[src/rtl/interrupt_controller_pkg.sv]
// Shared definitions for the interrupt controller: sizes, vector base,
// return-stack entry layout, decision encoding and the vector helper.
package micro_pkg;

    localparam int NUM_IRQ     = 4;
    localparam int ADDR_W      = 8;
    localparam int STACK_DEPTH = 4;
    localparam int ID_W        = $clog2(NUM_IRQ);

    localparam logic [3:0] VEC_BASE = 4'hF;

    typedef logic [ID_W-1:0] irq_id_t;

    // One saved context: the source being serviced and where to resume.
    typedef struct packed {
        irq_id_t             id;
        logic [ADDR_W-1:0]   pc;
    } ret_entry_t;

    localparam int ENTRY_W = $bits(ret_entry_t);

    // What the controller does with the sequencer in the current cycle.
    typedef enum logic [1:0] {
        DEC_NONE   = 2'd0,
        DEC_TAKE   = 2'd1,
        DEC_RETURN = 2'd2,
        DEC_ERROR  = 2'd3
    } decision_t;

    // Fixed entry point per source: F0 / F4 / F8 / FC.
    function automatic logic [ADDR_W-1:0] vector_addr(input irq_id_t id);
        return {VEC_BASE, id[1:0], 2'b00};
    endfunction

endpackage

[src/rtl/interrupt_controller_ret_stack.sv]
// Return-address LIFO. The pointer carries one extra bit so that a full
// stack and an empty stack have distinct encodings. Push and pop are
// never requested together by the controller; push takes precedence if so.
module ret_stack #(
    parameter int DEPTH = 4,
    parameter int W     = 10
) (
    input  logic                     clk,
    input  logic                     reset_n,
    input  logic                     push,
    input  logic                     pop,
    input  logic [W-1:0]             din,
    output logic [W-1:0]             top,
    output logic                     empty,
    output logic                     full,
    output logic [$clog2(DEPTH):0]   count
);

    localparam int IDX_W = $clog2(DEPTH);
    localparam int PTR_W = IDX_W + 1;

    logic [W-1:0]       r_mem [DEPTH];
    logic [PTR_W-1:0]   r_ptr;

    logic [IDX_W-1:0]   w_wr_idx;
    logic [IDX_W-1:0]   w_top_idx;
    logic               w_do_push;
    logic               w_do_pop;

    assign w_wr_idx  = r_ptr[IDX_W-1:0];
    assign w_top_idx = w_wr_idx - IDX_W'(1);
    assign empty     = (r_ptr == PTR_W'(0));
    assign full      = (r_ptr == PTR_W'(DEPTH));
    assign count     = r_ptr;
    assign top       = r_mem[w_top_idx];

    assign w_do_push = push && !full;
    assign w_do_pop  = pop && !empty && !push;

    // Stack storage: write the new entry at the current pointer on push.
    always_ff @(posedge clk or negedge reset_n) begin
        if (!reset_n) begin
            for (int i = 0; i < DEPTH; i++) begin
                r_mem[i] <= '0;
            end
        end else if (w_do_push) begin
            r_mem[w_wr_idx] <= din;
        end else begin
            r_mem[w_wr_idx] <= r_mem[w_wr_idx];
        end
    end

    // Stack pointer: up on push, down on pop, otherwise hold.
    always_ff @(posedge clk or negedge reset_n) begin
        if (!reset_n) begin
            r_ptr <= PTR_W'(0);
        end else if (w_do_push) begin
            r_ptr <= r_ptr + PTR_W'(1);
        end else if (w_do_pop) begin
            r_ptr <= r_ptr - PTR_W'(1);
        end else begin
            r_ptr <= r_ptr;
        end
    end

endmodule

[src/rtl/interrupt_controller.sv]
// Prioritised interrupt controller. At instruction boundaries it either
// redirects the program sequencer to a source's vector (saving the return
// context on a LIFO) or, on rti, forces a jump back to the saved address.
// Nesting is allowed only for strictly higher-priority sources (lower id).
module interrupt_controller
    import micro_pkg::*;
(
    input  logic                 clk,
    input  logic                 reset_n,
    input  logic [NUM_IRQ-1:0]   irq,
    input  logic                 mask_we,
    input  logic [NUM_IRQ-1:0]   mask_wdata,
    input  logic                 fetch_ok,
    input  logic                 rti,
    input  logic [ADDR_W-1:0]    pc_next,
    output logic                 force_jmp,
    output logic [ADDR_W-1:0]    force_addr,
    output logic [NUM_IRQ-1:0]   irq_ack,
    output logic                 in_isr,
    output logic                 stack_err
);

    localparam int PTR_W = $clog2(STACK_DEPTH) + 1;

    logic [NUM_IRQ-1:0]  r_mask;
    logic                r_in_isr;
    logic                r_stack_err;

    logic [NUM_IRQ-1:0]  w_pend;
    irq_id_t             w_win_id;
    logic                w_win_valid;
    logic                w_take_ok;
    decision_t           w_decision;

    ret_entry_t          w_push_entry;
    logic [ENTRY_W-1:0]  w_top_raw;
    ret_entry_t          w_top;
    logic                w_empty;
    logic                w_full;
    logic [PTR_W-1:0]    w_count;
    logic                w_push;
    logic                w_pop;

    assign w_pend = irq & r_mask;
    assign w_top  = ret_entry_t'(w_top_raw);

    // Priority encoder: lowest-numbered pending source wins.
    always_comb begin
        w_win_id    = '0;
        w_win_valid = 1'b0;
        for (int i = NUM_IRQ - 1; i >= 0; i--) begin
            if (w_pend[i]) begin
                w_win_id    = irq_id_t'(i);
                w_win_valid = 1'b1;
            end else begin
                w_win_id    = w_win_id;
                w_win_valid = w_win_valid;
            end
        end
    end

    // A take needs a winner that outranks the level in service and room to save it.
    assign w_take_ok = w_win_valid && !w_full && (w_empty || (w_win_id < w_top.id));

    // Decision: returns beat new requests; nothing happens off a boundary.
    always_comb begin
        w_decision = DEC_NONE;
        if (!fetch_ok) begin
            w_decision = DEC_NONE;
        end else if (rti) begin
            if (w_empty) begin
                w_decision = DEC_ERROR;
            end else begin
                w_decision = DEC_RETURN;
            end
        end else if (w_take_ok) begin
            w_decision = DEC_TAKE;
        end else begin
            w_decision = DEC_NONE;
        end
    end

    // Sequencer redirect, acknowledge and stack control for the decision.
    always_comb begin
        force_jmp  = 1'b0;
        force_addr = '0;
        irq_ack    = '0;
        w_push     = 1'b0;
        w_pop      = 1'b0;
        case (w_decision)
            DEC_TAKE: begin
                force_jmp  = 1'b1;
                force_addr = vector_addr(w_win_id);
                irq_ack    = NUM_IRQ'(1) << w_win_id;
                w_push     = 1'b1;
            end
            DEC_RETURN: begin
                force_jmp  = 1'b1;
                force_addr = w_top.pc;
                w_pop      = 1'b1;
            end
            DEC_ERROR: begin
                force_jmp  = 1'b0;
            end
            DEC_NONE: begin
                force_jmp  = 1'b0;
            end
            default: begin
                force_jmp  = 1'b0;
            end
        endcase
    end

    assign w_push_entry = '{id: w_win_id, pc: pc_next};

    ret_stack #(
        .DEPTH (STACK_DEPTH),
        .W     (ENTRY_W)
    ) u_ret_stack (
        .clk     (clk),
        .reset_n (reset_n),
        .push    (w_push),
        .pop     (w_pop),
        .din     (w_push_entry),
        .top     (w_top_raw),
        .empty   (w_empty),
        .full    (w_full),
        .count   (w_count)
    );

    // Enable mask: new value takes effect from the cycle after the write.
    always_ff @(posedge clk or negedge reset_n) begin
        if (!reset_n) begin
            r_mask <= '0;
        end else if (mask_we) begin
            r_mask <= mask_wdata;
        end else begin
            r_mask <= r_mask;
        end
    end

    // In-service flag tracks stack occupancy one edge after each push/pop.
    always_ff @(posedge clk or negedge reset_n) begin
        if (!reset_n) begin
            r_in_isr <= 1'b0;
        end else if (w_push) begin
            r_in_isr <= 1'b1;
        end else if (w_pop) begin
            r_in_isr <= (w_count > PTR_W'(1));
        end else begin
            r_in_isr <= r_in_isr;
        end
    end

    // Sticky error: rti seen at a boundary with nothing to return to.
    always_ff @(posedge clk or negedge reset_n) begin
        if (!reset_n) begin
            r_stack_err <= 1'b0;
        end else if (w_decision == DEC_ERROR) begin
            r_stack_err <= 1'b1;
        end else begin
            r_stack_err <= r_stack_err;
        end
    end

    assign in_isr    = r_in_isr;
    assign stack_err = r_stack_err;

endmodule

[config.mk]
export PLATFORM = sky130hd
export DESIGN_NAME = interrupt_controller
export DESIGN_NICKNAME = d
export VERILOG_FILES = /design/src/rtl/interrupt_controller_pkg.sv /design/src/rtl/interrupt_controller_ret_stack.sv /design/src/rtl/interrupt_controller.sv
export SDC_FILE = /design/constraint.sdc
export NUM_CORES = 1
export LEC_CHECK = 0
export CAP_MARGIN = 20
export CORE_AREA = 3 3 96 70
export CTS_CLUSTER_DIAMETER = 150
export CTS_CLUSTER_SIZE = 20
export DETAILED_ROUTE_END_ITERATION = 8
export DIE_AREA = 0 0 99 73
export PLACE_DENSITY_LB_ADDON = 0.08
export SYNTH_ARGS = -nofsm -noshare
export SYNTH_HDL_FRONTEND = slang
export SYNTH_SLANG_ARGS = --single-unit
[constraint.sdc]
create_clock -name clk -period 7.3 [get_ports clk]
set_input_delay 1.46 -clock clk [delete_from_list [all_inputs] [get_ports clk]]
set_output_delay 1.46 -clock clk [all_outputs]
set_load 0.005 [all_outputs]
==> results.toml, run 1 <==
[detailed_routing]
ant_nets = 0
totalWireLength_mm = 6.41
wl_per_cell_um = 17.7
drc = 0
drtIter0Drc = 120
vias_per_cell = 5.71
vias = 2073
firstDrtPassIters = 4

[clocking]
cts-root-buf = "clkbuf_8"
clock_path_buffers = 2
cts_buffers = 5
clock_latency_ns = 0.30
cts.sinks = 49
tritoncts = "done"
htree_levels = 2
cts_hold_buf = 0
post_cts_buffers = 0
cts_resized = 0
clkSlewWorstSetupHoldPaths_ns = 0.09

[logic_synthesis]
synthTopCellsByArea = "dfrtp_1 42%, mux4_2 13%, a21oi_1 8.3%"
synth-async-reset-ratio_pct = 100
synthFlopType = "dfrtp_1"
yosysUniqueCellTypes = 43
synth_cells = 260
syn_area_mm2 = 0.00291
ys_seq_area_share_pct = 42.2
synth_area_leader_cell = "dfrtp_1"
synth_fp_nets = 290
yosysTopAreaCellShare_pct = 42.2
synth.avg_cell_area_um2 = 11.2
synth-edff-count = 0
ys_ff_latch = 49
ys_warn_count = 0

[power_and_ir_drop]
peakVddDrop_mv = 0.167
cellLeakagePower_nw = 1.24
power-per-cell-area_mw_per_mm2 = 416

[worst_setup_path]
r2r-end = "u_ret_stack.r_mem[28]"
crit_required_ns = 5.84
r2r_setup_slack_ns = 2.42
crit_fanout = 13
r2r_start = "u_ret_stack.count[1]"
end_kind = "output port"
critical_path_class = "primary input to output port"
r2r_cells = 15
start_kind = "primary input"
arrival_ns = 4.59

[die]
ioPinCount = 36
die_area_mm2 = 0.00723
rows = 23
fp.dieW_um = 99
start_util_pct = 50.3
die_h_um = 73
coreArea_mm2 = 0.00578

[grt]
grt_pass1_vias = 1986
grt_max_degree = 50
grt_use_total_pct = 18.8
antenna_found_initial = 0
grt_pass1_wl_mm = 10.5
overflow = 0

[finish]
layout.nets = 317
fin_cells = 363
antenna_cells = 0
fillers = 494
final_layout_size_suffix_gt1_share_pct = 15.3
syn_to_final_growth_pct = 13.9

[flow_run]
cap_violations = 0

[placement]
post-place-cells = 355
port_buffers = 35
gp_congestion = 0.762
dp_hpwl_mm = 4.35

[timing]
min_period_ns = 6.05
worstMarginPinSlew_ns = 0.954
drv_slew = 0
post-route-period-util_pct = 82.9
rsz0062_at_grt = "no"
final.setup_skew_ns = 0.00402
finalSetupViolCount = 0
hold_viol_final = 0
clock.fmax_mhz = 165
holdWs_ns = 0.489
slew_headroom_pct = 36.4
fin_setup_tns_ns = 0

[worst_hold_path]
hold_path_end = "stack_err"
worstHoldPathType = "register to register"
holdPathStages = 1
hp-start = "stack_err"

[run_status]
outcome = "finished clean"
[stage by stage]
step	total power, mW	cell area (um^2)	setup WS (ns)	utilization (%)
after detailed placement	1.23	3230	1.28	55.9
after floorplan	1.06	2910	2.33	-
final	1.38	3310	1.25	57.3
after global routing	1.49	3310	1.04	57.3
after global placement	1.22	3230	1.24	55.9
after CTS	1.39	3310	1.23	57.3
[layout by cell type (no fill, tap or decap), drive strengths merged, types with 2 or more instances in the layout]
master and n:
dfrtp 49, nor2 48, a21oi 48, clkdlybuf4s50 34, mux4 20, nand2 11
mux2i 10, ha 9, inv 7, clkbuf 6, buf 5, o21ai 4
mux2 4, and3 3, nor2b 3, nand2b 2, a32oi 2, nor3 2
clkinv 2
[critical path, cell delays in order]
cell and delay, ns:
clkdlybuf4s50_1 0.40, nand2_1 0.20, nor3b_1 0.55, ha_1 0.35
a311oi_1 0.35, ha_1 0.34, buf_4 0.23, a21oi_1 0.06
nor2_1 0.13, clkdlybuf4s50_1 0.52
[where the power goes]
group	leakage, nW	switching (mW)	internal, mW
combinational	0.691	0.380	0.371
sequential	0.505	0.0911	0.380
clock	0.0450	0.0880	0.0666
[kinds of logic after synthesis]
kind of cell / count (synthesis) / share of synthesized area [%]
AOI/OAI and AO/OA: 67 / 13.3
xor gates and xnor gates: 1 / 0.301
adders and majority gates: 9 / 3.87
buffers and inverters: 26 / 5.98
DFF: 49 / 42.2
muxes: 34 / 23.6
and+or+nand+nor: 74 / 10.8
[cells in the mapped netlist, types with 2 or more instances]
library cell and number:
mux2i_1 3, nor2b_1 3, dfrtp_1 49, buf_6 3, dlygate4sd1_1 6, a32oi_1 2
mux4_2 17, nor3_1 2, a21oi_1 48, nor2_1 48, clkbuf_1 6, nand2b_1 2
nand2_1 11, mux2i_4 6, mux4_1 3, buf_4 2, inv_1 7, ha_1 9
mux2_2 4, o21ai_0 4, and3_1 3
[worst max path at each step]
stage               startpoint  slack, ns            end  cells past startpoint
finish                  irq[0]       1.25  force_addr[4]                     10
global route            irq[0]       1.04  force_addr[7]                     10
CTS                     irq[0]       1.23  force_addr[4]                     10
detailed placement      irq[0]       1.28  force_addr[7]                     10
global placement        irq[0]       1.24  force_addr[5]                     10
floorplan               irq[0]       2.33  force_addr[3]                      9
[final cells by class]
class                           instances  area, um^2  area share [%]
Sequential cell                        49        1230            37.0
Inverter                                7        26.3           0.793
Timing Repair Buffer                   39         375            11.3
Multi-Input combinational cell        185        1510            45.5
Clock inverter                          2        10.0           0.302
Clock buffer                            6        72.6            2.19
Tap cell                               75        93.8            2.83
[layer usage]
layer  global-route usage [%]  share of wire (%)  routed length (um)  up-vias
li1                         -                  -                   -      989
met1                     28.3                 47                3020     1008
met2                     28.1                 44                2820       72
met3                     4.39                8.3                 530        4
met4                     3.94               0.65                  42        0
met5                        0                  0                   0        -
[state kept, by name, summed over array words and instances (netlist names)]
| name | count |
|---|---|
| r_mask | 4 |
| stack_err | 1 |
| u_ret_stack.r_mem | 40 |
| in_isr | 1 |
| u_ret_stack.count | 3 |
Power figures use the tool's default switching activity.
==> run 2, diff against run 1 <==
==> constraint.sdc (replaced) <==
create_clock -name clk -period 5.7 [get_ports clk]
set_input_delay 1.14 -clock clk [delete_from_list [all_inputs] [get_ports clk]]
set_output_delay 1.14 -clock clk [all_outputs]
set_load 0.005 [all_outputs]
==> run 2 against run 1 <==
  * Critical path depth rose by 1
  * Final area is 0.64% higher
  * First-iteration DRC count rose by 4.2%
  * Sequential share of layout area decreased by 0.24 points
  * Register-to-register slack worse by 0.69 ns
  * Sequential power increased by 24%
  * Non-clock buffer count is 4 higher
  * Critical path type unchanged
==> results.toml, run 2 (synthesized netlist as in run 1, its figures left out) <==
[run_status]
outcome = "finished clean"

[die]
fp.dieW_um = 99
die_h_um = 73
die_area_mm2 = 0.00723
coreArea_mm2 = 0.00578
rows = 23
ioPinCount = 36
start_util_pct = 50.3

[worst_hold_path]
worstHoldPathType = "register to register"
hp-start = "stack_err"

[timing]
drv_slew = 0
slew_headroom_pct = 41.6
final.setup_skew_ns = 0.00487
worstMarginPinSlew_ns = 0.875
holdWs_ns = 0.485
rsz0062_at_grt = "no"
clock.fmax_mhz = 190
hold_viol_final = 0
fin_setup_tns_ns = 0
min_period_ns = 5.25
post-route-period-util_pct = 92.1
finalSetupViolCount = 0

[worst_setup_path]
r2r_setup_slack_ns = 1.73
crit_fanout = 11
start_kind = "primary input"
cp_cell_sequence = "clkdlybuf4s50_1, nand2_1, nor3b_1, ha_1, o21ai_0, nand2_1, a311oi_1, ha_1, nand2_1, a21oi_1, clkdlybuf4s50_1"
critPathBufInv = 2
arrival_ns = 4.11
cp-endpoint = "force_addr[3]"
worstSetupPathDepth = 11
cpMostUsedCell = "nand2_1"
end_kind = "output port"
crit_start = "irq[0]"
crit_required_ns = 4.56
r2r_start = "u_ret_stack.count[0]"
r2r-end = "u_ret_stack.r_mem[22]"
critPathSlowestCell = "clkdlybuf4s50_1"
critPathMaxStageDelay_ns = 0.53
r2r_cells = 10
crit_family = "buffers and inverters"
critical_path_class = "primary input to output port"

[clocking]
cts-root-buf = "clkbuf_8"
tritoncts = "done"
clock_path_buffers = 2
cts_hold_buf = 0
post_cts_buffers = 0
cts.sinks = 49
cts_buffers = 5
cts_resized = 0
clkSlewWorstSetupHoldPaths_ns = 0.08
clock_latency_ns = 0.30
htree_levels = 2

[placement]
dp_hpwl_mm = 4.30
port_buffers = 35
placed_cell_area_mm2 = 0.00326
post-place-cells = 359
gp_congestion = 0.791

[grt]
overflow = 0
grt_pass1_vias = 2123
antenna_found_initial = 0
grt_max_degree = 50
grt_use_total_pct = 19.1
grt_pass1_wl_mm = 10.8

[finish]
top_register = "u_ret_stack.r_mem"
syn_to_final_growth_pct = 14.6
final_area_mm2 = 0.00333
largest_reg_flops = 40
antenna_cells = 0
layout.nets = 321
final_layout_size_suffix_gt1_share_pct = 16.2
fin_cells = 365
layout_common_cells = "49 x dfrtp_1, 48 x nor2_1, 48 x a21oi_1, 34 x clkdlybuf4s50_1, 17 x mux4_2"
final_common_cell = "dfrtp_1"

[detailed_routing]
totalWireLength_mm = 6.29
ant_nets = 0
vias_per_cell = 5.73
firstDrtPassIters = 4
wl_per_cell_um = 17.2
vias = 2092
drtIter0Drc = 125
drc = 0

[flow_run]
cap_violations = 0

[power_and_ir_drop]
power-per-cell-area_mw_per_mm2 = 530
cellLeakagePower_nw = 1.26
peakVddDrop_mv = 0.224
## run 2: through the flow
step / worst slack, ns / power (mW) / utilization (%)
global route: 0.185 / 1.92 / 57.6
CTS: 0.369 / 1.79 / 57.6
floorplan: 1.35 / 1.36 / -
finish: 0.449 / 1.77 / 57.6
detailed placement: 0.397 / 1.59 / 56.4
global placement: 0.478 / 1.58 / 56.4
## run 2: layout make-up
type	count	area, um^2
inverter	7	26.3
clock buffer	5	68.8
timing repair buffer	43	405
sequential	49	1230
fill	492	2450
tap	75	93.8
clock inverter	1	5.00
multi-input combinational	185	1510
## run 2: report_power, final
group / internal (mW) / switching (mW)
clock: 0.0809 / 0.107
sequential: 0.487 / 0.0987
combinational: 0.489 / 0.505
total: 1.06 / 0.711
## run 2: metal layers
| metal | GRT usage [%] | vias up | part of all wire (%) |
|---|---|---|---|
| li1 | - | 995 | - |
| met1 | 28.3 | 1034 | 46 |
| met2 | 29.0 | 58 | 47 |
| met3 | 3.63 | 5 | 6.7 |
| met4 | 5.61 | 0 | 0.73 |
| met5 | 0 | - | 0 |
## run 2: worst min path at each step
| stage | to | slack, ns | cells past startpoint |
|---|---|---|---|
| 6_report | stack_err | 0.49 | 1 |
| 3_5_place_dp | stack_err | 0.46 | 1 |
| 2_1_floorplan | stack_err | 0.46 | 1 |
| 4_1_cts | stack_err | 0.49 | 1 |
| 3_3_place_gp | stack_err | 0.46 | 1 |
| 5_1_grt | stack_err | 0.49 | 1 |
